File: config.mk
export PLATFORM = sky130hd
export DESIGN_NAME = load_store_unit
export DESIGN_NICKNAME = d
export VERILOG_FILES = /design/src/rtl/load_store_unit.sv
export SDC_FILE = /design/constraint.sdc
export NUM_CORES = 1
export LEC_CHECK = 0
export ABC_AREA = 1
export CORE_MARGIN = 1
export CORE_UTILIZATION = 46
export DETAILED_ROUTE_END_ITERATION = 16
export PLACE_DENSITY = 0.8
export SLEW_MARGIN = 20
export SYNTH_ARGS = -nofsm -noshare
export SYNTH_HDL_FRONTEND = slang
export SYNTH_SLANG_ARGS = --single-unit
File: constraint.sdc
create_clock -name clk -period 1.6 [get_ports clk]
set_input_delay 0.24 -clock clk [delete_from_list [all_inputs] [get_ports clk]]
set_output_delay 0.24 -clock clk [all_outputs]
set_load 0.1 [all_outputs]
File: src/rtl/load_store_unit.sv
// Load/store unit: takes one scheduler request at a time and runs it as 1-2 byte beats on an 8-bit
// little-endian memory bus. Optional macro LSU_PAGE_WRAP_EN keeps the word HI beat inside the LO page.
module load_store_unit #(
   parameter int unsigned RDY_TIMEOUT = 255
) (
   input  logic        clk,
   input  logic        a_rst,
   input  logic        lsu_rq_start,
   input  logic        lsu_rq_cmd,
   input  logic        lsu_rq_width,
   input  logic        lsu_rq_tag,
   input  logic [15:0] agu_adr,
   input  logic [15:0] st_data,
   output logic        lsu_wait,
   output logic [15:0] lsu_data_out,
   output logic [1:0]  lsu_data_tag,
   output logic        lsu_data_wb,
   output logic        lsu_fault,
   output logic [15:0] mem_adr,
   output logic        mem_rd,
   output logic        mem_wr,
   output logic [7:0]  mem_dout,
   input  logic [7:0]  mem_din,
   input  logic        mem_rdy
);
   localparam int unsigned CNT_W = (RDY_TIMEOUT < 2) ? 1 : $clog2(RDY_TIMEOUT + 1);

   typedef enum logic [1:0] {ST_IDLE, ST_LO, ST_HI} state_t;

   state_t             state_q, state_d;
   logic [CNT_W-1:0]   cnt_q, cnt_d;
   logic               cmd_q, cmd_d;
   logic               width_q, width_d;
   logic               tag_q, tag_d;
   logic [15:0]        adr_q, adr_d;
   logic [15:0]        data_q, data_d;
   logic [15:0]        result_q, result_d;
   logic               wb_q, wb_d;
   logic               fault_q, fault_d;
   logic [15:0]        adr_hi_c;
   logic               timeout_c;

`ifdef LSU_PAGE_WRAP_EN
   assign adr_hi_c = {adr_q[15:8], adr_q[7:0] + 8'd1};
`else
   assign adr_hi_c = adr_q + 16'd1;
`endif

   // A stalled beat gives up in the cycle its wait count would reach RDY_TIMEOUT.
   assign timeout_c = (RDY_TIMEOUT != 0) && !mem_rdy &&
                      (cnt_q == CNT_W'(RDY_TIMEOUT - 1));

   always_ff @(posedge clk) begin
      if (!a_rst) begin
         state_q  <= ST_IDLE;
         cnt_q    <= '0;
         cmd_q    <= 1'b0;
         width_q  <= 1'b0;
         tag_q    <= 1'b0;
         adr_q    <= '0;
         data_q   <= '0;
         result_q <= '0;
         wb_q     <= 1'b0;
         fault_q  <= 1'b0;
      end else begin
         state_q  <= state_d;
         cnt_q    <= cnt_d;
         cmd_q    <= cmd_d;
         width_q  <= width_d;
         tag_q    <= tag_d;
         adr_q    <= adr_d;
         data_q   <= data_d;
         result_q <= result_d;
         wb_q     <= wb_d;
         fault_q  <= fault_d;
      end
   end

   always_comb begin
      state_d = state_q;
      cnt_d   = cnt_q;
      case (state_q)
         ST_IDLE: begin
            if (lsu_rq_start) begin
               state_d = ST_LO;
               cnt_d   = '0;
            end
         end
         ST_LO: begin
            if (mem_rdy) begin
               state_d = width_q ? ST_HI : ST_IDLE;
               cnt_d   = '0;
            end else if (timeout_c) begin
               state_d = ST_IDLE;
               cnt_d   = '0;
            end else begin
               cnt_d = cnt_q + CNT_W'(1);
            end
         end
         ST_HI: begin
            if (mem_rdy) begin
               state_d = ST_IDLE;
               cnt_d   = '0;
            end else if (timeout_c) begin
               state_d = ST_IDLE;
               cnt_d   = '0;
            end else begin
               cnt_d = cnt_q + CNT_W'(1);
            end
         end
         default: begin
            state_d = ST_IDLE;
            cnt_d   = '0;
         end
      endcase
   end

   always_comb begin
      cmd_d    = cmd_q;
      width_d  = width_q;
      tag_d    = tag_q;
      adr_d    = adr_q;
      data_d   = data_q;
      result_d = result_q;
      wb_d     = 1'b0;
      fault_d  = 1'b0;
      mem_rd   = 1'b0;
      mem_wr   = 1'b0;
      mem_adr  = adr_q;
      mem_dout = data_q[7:0];
      case (state_q)
         ST_IDLE: begin
            if (lsu_rq_start) begin
               cmd_d   = lsu_rq_cmd;
               width_d = lsu_rq_width;
               tag_d   = lsu_rq_tag;
               adr_d   = agu_adr;
               data_d  = st_data;
            end
         end
         ST_LO: begin
            mem_rd = ~cmd_q;
            mem_wr = cmd_q;
            if (mem_rdy) begin
               // Upper byte cleared here so byte loads come out zero-extended.
               if (!cmd_q) result_d = {8'h00, mem_din};
               wb_d = !cmd_q && !width_q;
            end else if (timeout_c) begin
               fault_d = 1'b1;
            end
         end
         ST_HI: begin
            mem_rd   = ~cmd_q;
            mem_wr   = cmd_q;
            mem_adr  = adr_hi_c;
            mem_dout = data_q[15:8];
            if (mem_rdy) begin
               if (!cmd_q) result_d[15:8] = mem_din;
               wb_d = !cmd_q;
            end else if (timeout_c) begin
               fault_d = 1'b1;
            end
         end
         default: ;
      endcase
   end

   assign lsu_wait     = (state_q != ST_IDLE);
   assign lsu_data_out = result_q;
   assign lsu_data_tag = {1'b0, tag_q};
   assign lsu_data_wb  = wb_q;
   assign lsu_fault    = fault_q;

endmodule

==> summary.md <==
| Metric | Value |
|---|---|
| WHS | `around 480 ps` |
| Post-Syn Area per Cell | `7.20 sq um` |
| Mapped Cells | `396` |
| Synth top area share | `0.442` |
| Post-layout net count | `approximately 590` |
| Post-synth net total | `between 400 and 500` |
| Min-delay worst type | `in2reg` |
| Sequential element share of the synthesized area | `0.442` |
| I/O pin count | `94` |
| CTS Buffer Depth | `2` |
| Dpl hpwl | `about 5800 um` |
| Post-Place Cells | `between 500 and 600` |
| Final core utilization | `0.917` |
| Violated checks | `negative setup slack` |
| Drt wl/cell | `around 18 um` |
| Max-slew violation total from the final report | `0` |
| Total Neg Setup Slack | `-13,770 ps` |
| Clock skew | `just under 9 ps` |
| Worst path required time | `approximately 1400 ps` |
| Most common cell in the synthesized netlist | `nor2_1` |
| Routed WL | `11,400 um` |
| CTS buffer count | `9` |
| Post-Syn Area | `around 2900 sq um` |
| Via count | `roughly 3,400` |
| Clk pin slew, worst setup/hold paths | `around 70 ps` |
| Antenna viol nets, final | `0` |
| GRT Util Overall | `0.328` |
| Highest Clock Rate | `between 400 and 500 MHz` |
| Share of cells above drive strength 1 | `0.370` |
| Maximum vdd ir drop | `0.000837 V` |
| Setup WS post-layout | `-772 ps` |
| Post-synth EDFFs | `0` |
| Worst-path fanout max | `4` |
| Largest net degree at the start of global routing | `24` |
| Ys async rst share | `0` |
| Unrepaired setup endpoints after global routing | `yes` |
| Yosys Warn Count | `0` |
| Critical path type | `reg2out` |
| Placer Congestion | `0.774` |
| P per Cell Area | `898 nW/um^2` |
| Crit path DAT | `about 2100 ps` |
| N_diodes | `0` |
| Final setup viols | `53` |
| Netlist cell types | `27` |
| Starting Density | `0.479` |
| H-tree Lvls | `3` |
| Initial DRC Count | `between 200 and 250` |
| Critical Path Sink Type | `output port` |
| Row count | `28` |
| # DRC | `0` |
| Antenna violations before repair | `0` |
| Area leader, netlist | `dfxtp_1` |
| Vias in the first global route | `3,246` |
| Root buf cell | `clkbuf_8` |
| Most used DFF post-synth | `dfxtp_1` |
| GR Overflow Total | `0` |
| DR pass1 iterations | `5` |
| Register area | `1270 sq um` |
| Synth area leaders | `dfxtp_1 (44%), nor2_1 (12%), nand2_1 (11%)` |
| Crit path time final | `roughly 2400 ps` |
| Worst-Skew Late Latency | `roughly 360 ps` |
| Crit path launch type | `register` |
| Area of the die | `between 6000 and 7000 sq um` |
| # port buffers | `92` |
| Clock sink count | `63` |
| Fill count | `230` |
| Leakage power figure | `approximately 2.3 nW` |
| Yosys reg bits | `63` |
| Die X | `roughly 81 um` |
| Fin. Hold Viols | `0` |
| Synth cell count leaders | `nor2_1 (91), nand2_1 (83), dfxtp_1 (63), o21ai_0 (44), inv_1 (24)` |
| Pwr Total | `~4.9 mW` |
| Final Non-Filler Cells | `618` |
| Multi-input logic area | `about 1900 sq um` |
| Vias per cell | `5.48` |
| Period utilization | `1.48` |
| Status | `complete, but fails checks` |
| Chip Height | `~81 um` |
| Max-cap violation count | `0` |
| Synth-to-layout area growth | `91.7%` |
| Core Area | `5960 sq um` |
| First-pass GRT wire length | `15,800 um` |
| TritonCTS clock tree | `yes` |
[cell usage in the layout (no fill, tap or decap), drive strengths merged, types with 5 or more instances in the layout]
cell and n:
clkbuf 13, ha 7, inv 22, nor2 96, xnor2 5, dfxtp 63
buf 101, a21oi 17, nand3 6, nor3 7, o21ai 45, nand2 85
clkinvlp 5, clkdlybuf4s50 46, xor2 14
[path summary, 6_finish.rpt]
kind / startpoint / endpoint / slack (ps) / cells after the start
max: state_q[0] / mem_adr[10] / -770 / 10
min: mem_din[5] / lsu_data_out[13] / 480 / 3
max reg2reg: state_q[0] / lsu_data_wb / -230 / 7
min reg2reg: data_q[4] / data_q[4] / 490 / 2
[layout make-up]
type / count / share of cell area
multi-input combinational: 290 / 0.351
inverter: 26 / 0.0224
sequential: 63 / 0.232
tap: 75 / 0.0172
timing repair inverter: 1 / 0.00137
timing repair buffer: 147 / 0.335
clock inverter: 3 / 0.0119
clock buffer: 13 / 0.0291
[what timing repair did]
action,in CTS,in global routing
gates cloned,1,0
gates resized for setup,44,37
setup buffers,16,9
hold buffers,0,0
setup endpoints to repair,46,84
pin swaps,17,17
[per-layer routing]
metal	wire length [um]	GRT usage	vias to the layer above
li1	-	-	1520
met1	4320	0.374	1617
met2	5640	0.559	202
met3	930	0.105	49
met4	471	0.145	0
met5	0	0	-
[through the flow]
stage	cell area, sq um	setup slack, ps
after floorplan	3120	-403
after global placement	4780	-170
after detailed placement	4780	-250
after CTS	5280	-534
after global routing	5460	-843
final	5460	-772
[sequential cells by signal, indices dropped and copies added (netlist names)]
| name | count |
|---|---|
| adr_q | 16 |
| data_q | 16 |
| lsu_data_out | 16 |
| cnt_q | 8 |
| state_q | 2 |
| cmd_q | 1 |
| lsu_data_wb | 1 |
| lsu_fault | 1 |
| tag_q | 1 |
| width_q | 1 |
[where the power goes]
group	total, mW	switching, mW	internal (mW)
logic	1.56	0.964	0.591
registers	1.74	0.0770	1.66
clock network	1.61	0.651	0.962
total	4.91	1.69	3.21
[kinds of logic (layout without fill, tap and decap cells)]
group	count (synthesis)	in the layout	synth area share
AOI/OAI and AO/OA	64	64	0.115
xor gates and xnor gates	19	19	0.0584
adders and majority gates	7	7	0.0307
buffers and inverters	43	190	0.0606
DFF	63	63	0.442
other	1	1	0.00132
and+or+nand+nor	199	199	0.292
[critical path, stage by stage (launching register included)]
cell and delay [ps]:
dfxtp_2 340, inv_2 70, ha_4 160, nand2_4 70, nor2_4 110, nand2_2 100
nor2_4 180, nand2_4 120, xor2_4 290, clkinvlp_4 160, buf_12 180
Power figures use the tool's default switching activity.
